==> src/rtl/move_entry_ctrl.sv <==
// Player input front-end for the tictactoe board: debounced buttons, a
// wrapping 3x3 cursor, move validation and a single-shot move handshake.

// One button channel: two-flop synchroniser, debounce counter and a
// registered one-cycle pulse on each debounced press.
module move_entry_btn #(
  parameter int DEBOUNCE_CYCLES = 4
) (
  input  logic clk,
  input  logic rst_n,
  input  logic raw,
  output logic press
);

  localparam logic [7:0] DEB_LAST = 8'(DEBOUNCE_CYCLES - 1);

  logic       sync1;
  logic       sync2;
  logic       level;
  logic [7:0] cnt;

  // Bring the asynchronous button into the clock domain.
  always_ff @(posedge clk or negedge rst_n) begin
    if (!rst_n) begin
      sync1 <= 1'b0;
      sync2 <= 1'b0;
    end else begin
      sync1 <= raw;
      sync2 <= sync1;
    end
  end

  // Accept a new level only after it has been seen on enough consecutive edges;
  // a 0->1 acceptance also fires the press pulse for exactly one cycle.
  always_ff @(posedge clk or negedge rst_n) begin
    if (!rst_n) begin
      level <= 1'b0;
      cnt   <= '0;
      press <= 1'b0;
    end else begin
      press <= 1'b0;
      if (sync2 == level) begin
        cnt <= '0;
      end else if (cnt == DEB_LAST) begin
        level <= sync2;
        cnt   <= '0;
        press <= sync2;
      end else begin
        cnt <= cnt + 8'd1;
      end
    end
  end

endmodule

// Top level: cursor, select validation and the request/confirm handshake.
module move_entry_ctrl #(
  parameter int DEBOUNCE_CYCLES = 4,
  parameter int TIMEOUT_CYCLES  = 8
) (
  input  logic        clk,
  input  logic        rst_n,
  input  logic        btn_up,
  input  logic        btn_down,
  input  logic        btn_left,
  input  logic        btn_right,
  input  logic        btn_sel,
  input  logic [17:0] board,
  input  logic [1:0]  winner,
  input  logic        tie,
  output logic [3:0]  x_in,
  output logic [3:0]  y_in,
  output logic        make_move,
  output logic [1:0]  cursor_r,
  output logic [1:0]  cursor_c,
  output logic        reject,
  output logic        busy
);

  localparam int BTN_RIGHT = 0;
  localparam int BTN_LEFT  = 1;
  localparam int BTN_DOWN  = 2;
  localparam int BTN_UP    = 3;
  localparam int BTN_SEL   = 4;

  localparam logic [7:0] TO_LAST = 8'(TIMEOUT_CYCLES - 1);

  typedef enum logic [1:0] {
    IDLE  = 2'd0,
    ISSUE = 2'd1,
    WAIT  = 2'd2
  } state_t;

  state_t     state;
  state_t     state_next;
  logic [4:0] raw_vec;
  logic [4:0] ev;
  logic [1:0] lat_r;
  logic [1:0] lat_c;
  logic [7:0] tcnt;
  logic [1:0] cur_cell;
  logic [1:0] tgt_cell;
  logic       game_over;
  logic       accept;
  logic       refuse;
  logic       expire;
  logic       dir_ok;

  // Returns the 2-bit code of cell (r,c); cell k=3r+c sits at bits [17-2k:16-2k].
  function automatic logic [1:0] cell_at(input logic [17:0] b,
                                         input logic [1:0]  r,
                                         input logic [1:0]  c);
    logic [3:0]  k;
    logic [17:0] sh;
    k  = 4'({r, 1'b0}) + 4'(r) + 4'(c);
    sh = b >> (5'd16 - {k, 1'b0});
    return sh[1:0];
  endfunction

  assign raw_vec = {btn_sel, btn_up, btn_down, btn_left, btn_right};

  genvar g;
  for (g = 0; g < 5; g++) begin : g_btn
    move_entry_btn #(
      .DEBOUNCE_CYCLES(DEBOUNCE_CYCLES)
    ) u_btn (
      .clk  (clk),
      .rst_n(rst_n),
      .raw  (raw_vec[g]),
      .press(ev[g])
    );
  end

  assign cur_cell  = cell_at(board, cursor_r, cursor_c);
  assign tgt_cell  = cell_at(board, lat_r, lat_c);
  assign game_over = (winner != 2'b00) || tie;

  assign x_in      = {2'b00, lat_r};
  assign y_in      = {2'b00, lat_c};
  assign make_move = (state == ISSUE);
  assign busy      = (state != IDLE);

  // Directions only steer the cursor while idle, and a select in the same cycle wins.
  assign dir_ok = (state == IDLE) && !ev[BTN_SEL];

  // State register.
  always_ff @(posedge clk or negedge rst_n) begin
    if (!rst_n) begin
      state <= IDLE;
    end else begin
      state <= state_next;
    end
  end

  // Next state: validate selects while idle, issue once, then wait for the board.
  always_comb begin
    state_next = state;
    accept     = 1'b0;
    refuse     = 1'b0;
    expire     = 1'b0;
    case (state)
      IDLE: begin
        if (ev[BTN_SEL]) begin
          if (game_over || (cur_cell != 2'b00)) begin
            refuse = 1'b1;
          end else begin
            accept     = 1'b1;
            state_next = ISSUE;
          end
        end
      end
      ISSUE: begin
        state_next = WAIT;
      end
      WAIT: begin
        if (tgt_cell != 2'b00) begin
          state_next = IDLE;
        end else if (tcnt == TO_LAST) begin
          expire     = 1'b1;
          state_next = IDLE;
        end
      end
      default: begin
        state_next = IDLE;
      end
    endcase
  end

  // Wrapping cursor, highest-priority direction event only.
  always_ff @(posedge clk or negedge rst_n) begin
    if (!rst_n) begin
      cursor_r <= 2'd0;
      cursor_c <= 2'd0;
    end else if (dir_ok) begin
      if (ev[BTN_UP]) begin
        cursor_r <= (cursor_r == 2'd0) ? 2'd2 : cursor_r - 2'd1;
      end else if (ev[BTN_DOWN]) begin
        cursor_r <= (cursor_r == 2'd2) ? 2'd0 : cursor_r + 2'd1;
      end else if (ev[BTN_LEFT]) begin
        cursor_c <= (cursor_c == 2'd0) ? 2'd2 : cursor_c - 2'd1;
      end else if (ev[BTN_RIGHT]) begin
        cursor_c <= (cursor_c == 2'd2) ? 2'd0 : cursor_c + 2'd1;
      end
    end
  end

  // Latch the requested cell, run the confirmation timer and pulse reject.
  always_ff @(posedge clk or negedge rst_n) begin
    if (!rst_n) begin
      lat_r  <= 2'd0;
      lat_c  <= 2'd0;
      tcnt   <= '0;
      reject <= 1'b0;
    end else begin
      reject <= refuse || expire;
      if (accept) begin
        lat_r <= cursor_r;
        lat_c <= cursor_c;
      end
      if (state == ISSUE) begin
        tcnt <= '0;
      end else if (state == WAIT) begin
        tcnt <= tcnt + 8'd1;
      end
    end
  end

endmodule

==> config.mk <==
export PLATFORM = sky130hd
export DESIGN_NAME = move_entry_ctrl
export DESIGN_NICKNAME = d
export VERILOG_FILES = /design/src/rtl/move_entry_ctrl.sv
export SDC_FILE = /design/constraint.sdc
export NUM_CORES = 1
export LEC_CHECK = 0
export CORE_ASPECT_RATIO = 2
export CORE_MARGIN = 2
export CORE_UTILIZATION = 45
export DETAILED_ROUTE_END_ITERATION = 16
export MAX_ROUTING_LAYER = met4
export PLACE_DENSITY = 0.64
export SYNTH_ARGS = -nofsm -noshare
export SYNTH_HDL_FRONTEND = slang
export SYNTH_HIERARCHICAL = 1
export SYNTH_SLANG_ARGS = --single-unit
==> constraint.sdc <==
create_clock -name clk -period 4.65 [get_ports clk]
set_clock_uncertainty 0.2 [all_clocks]
set_input_delay 0.6975 -clock clk [delete_from_list [all_inputs] [get_ports clk]]
set_output_delay 0.6975 -clock clk [all_outputs]
set_load 0.005 [all_outputs]
==> results.toml <==
[logic_synthesis]
synth_edf_count = 0
postSynthCellCount = 392
seq_area_frac_synth_pct = 48.1
ys_types = 47
ys.flop_type = "dfrtp_1"
synth_warnings = 6
synth_top_area_cell = "dfrtp_1"
ys_ff_latch = 79
synth_area_leaders = "dfrtp_1 48%, ha_1 6.4%, nor2_1 4.5%"
async_flop_share_pct = 100
avgSynthCellArea_um2 = 10.5
syn_area_um2 = 4110
synthDominantCellAreaShare_pct = 48.1

[floorplan]
start_util_pct = 45.9
num_rows = 49
coreArea_um2 = 8950
dieArea_um2 = 9960
ioPinCount = 43
die_h_um = 139
die_w_um = 71.6

[global_route]
grt.met1_usage_pct = 18.1
grt_pass1_vias = 3024
use_met3_pct = 3.78
grt_pass1_wl_um = 13200
antenna_found_initial = 0
grt_max_degree = 80
grt.overflow.total = 0
grt_usage_pct = 17.1
use_met2_pct = 29.5
top_usage_layer = "met2"

[worst_setup_path]
path_max_fanout = 4
cp.arrival_ps = 3670
cp.required_ps = 4660
critPathCaptureType = "flop"
critPathLaunchType = "flop"
criticalPathCategory = "flop to flop"

[power]
switching_share_pct = 34.7
combPwrFrac_pct = 37.9
finalPower_mw = 2.83
vdd_ir_drop_max_uv = 294
pwr-share-seq_pct = 34.1
p_per_area_nw_per_um2 = 575
power_leakage_nw = 2.09
p_sw_mw = 0.982
power_frac_clock_pct = 28.0
p_int_mw = 1.84

[clocking]
ctsHoldBuffers = 0
postCtsSetupBuffers = 0
clkSlewWorstSetupHoldPaths_ps = 60
cts_tree = "done"
root_buffer = "clkbuf_16"
cts_made_buffers = 9
cts.repair.resized = 0
htree_num_levels = 3
clkSinkCount = 79
clockBufferDepth = 2
clk_latency_ps = 330

[timing]
setup-tns-final_ps = 0
rsz0062_at_grt = "false"
post-route-period-util_pct = 78.5
hold_violations = 0
timing.fmax_mhz = 274
layout_setup_ws_ps = 998
worst_pin_slew_ps = 983
final-setup-viol-count = 0
slew_headroom_pct = 34.5
fin_crit_ps = 3650
whs_ps = 150
finalMaxSlewViolations = 0

[finish]
num_antenna_cells = 0
finish.net_count = 489
drive_gt1_share_pct = 9.98
final_cell_area_um2 = 4910
area_growth_pct = 19.5

[routing]
drtAntennaViolNets = 0
vias = 2962
drt_iter0_markers = 134
vias_per_cell = 5.45
wirelength_um = 7500
detail_route.wl_per_cell_um = 13.8
drc = 0
first_pass_iters = 4

[status]
outcome = "finished clean"

[placement]
dp_hpwl_um = 5460
dp_slack_ps = 1020
dpl_cell_area_um2 = 4570
gp_routability_congestion = 0.885
io_buffers = 38

[hold_path]
min-delay-path-class = "flop to flop"

[job]
maxCapViolations = 0
## state kept, by name (all words and copies together) (netlist names)
register and flops:
cursor_r 2, g_btn.u_btn/level 5, g_btn.u_btn/sync1 5, cursor_c 2
g_btn.u_btn/sync2 5, g_btn.u_btn/cnt 40, g_btn.u_btn/press 5, reject 1
state 2, tcnt 8, lat_r 2, lat_c 2
## critical path: stages, from the launching register on
cell and delay [ps]:
dfrtp_1 420, fa_1 560, ha_1 150, inv_1 50
fa_1 470, xnor2_1 360, mux4_2 360, and2_4 180
o311ai_4 340, o22ai_2 140, mux2_4 310
## layout make-up
class	instances	area, um2
Sequential cell	79	1980
Clock buffer	11	233
Clock inverter	5	106
Tap cell	102	128
Multi-Input combinational cell	276	1970
Inverter	32	120
Timing Repair Buffer	38	378
Fill cell	788	4040
## synthesized netlist by cell type, types with 3 or more instances
cell type	instances
nand2_1	14
fa_1	4
mux2_1	3
nor4_2	5
ha_1	21
nand4_1	6
inv_1	32
mux2_4	6
o21ai_0	19
a31o_2	5
a211oi_1	3
nor3b_1	8
nand3_1	28
xor2_1	13
dfrtp_1	79
nor2_1	49
xnor2_1	14
a21oi_1	18
buf_4	4
or3_1	15
mux2i_1	4
a21oi_2	5
nor3_1	7
## per-stage QoR
stage	cells	utilization [%]
global route	543	54.9
global placement	527	51.1
floorplan	395	-
detailed placement	527	51.1
CTS	543	54.9
finish	543	54.9
## cell usage in the layout (no fill, tap or decap), types with 3 or more instances in the layout
cell type and n:
nor3_1 7, nand2_1 14, fa_1 4, o21ai_0 19
nand4_1 6, a21oi_2 5, clkdlybuf4s50_1 37, nor3b_1 8
a21oi_1 18, xor2_1 13, ha_1 21, nor4_2 5
xnor2_1 14, mux2i_1 4, nor2_1 49, a211oi_1 3
conb_1 4, inv_1 32, clkbuf_16 9, or3_1 15
a31o_2 5, mux2_4 6, bufinv_16 3, mux2_1 3
dfrtp_1 79, nand3_1 28
## per-layer routing
metal	up-vias	routed length, um
li1	1447	-
met1	1438	3050
met2	65	3990
met3	12	300
met4	0	163
met5	-	0
## cells by family after synthesis
kind of cell	share of synthesized area, %
adders and majority gates	8.34
DFF	48.1
buffers and inverters	4.23
xor gates and xnor gates	5.75
and+or+nand+nor	17.2
AOI/OAI and AO/OA	11.0
other	0.0912
muxes	5.36
## final timing paths
check | to | cells after the start | slack (ps) | startpoint
min | g_btn[3].u_btn/sync2 | 0 | 150 | g_btn[3].u_btn/sync1
max in group asynchronous | tcnt[6] | 1 | 3290 | rst_n
max reg2reg | state[1] | 10 | 1000 | lat_r[0]
min in group asynchronous | g_btn[3].u_btn/cnt[6] | 1 | 310 | rst_n
min reg2reg | g_btn[3].u_btn/sync2 | 0 | 150 | g_btn[3].u_btn/sync1
max | state[1] | 10 | 1000 | lat_r[0]
## power groups by stage
stage	Combinational (mW)	Sequential, mW	Clock (mW)
detailed placement	1.08	0.974	0
CTS	1.09	0.963	0.817
global route	1.22	0.988	0.843
global placement	1.04	0.968	0
floorplan	0.816	0.944	0
finish	1.07	0.963	0.791
Power figures use the tool's default switching activity.
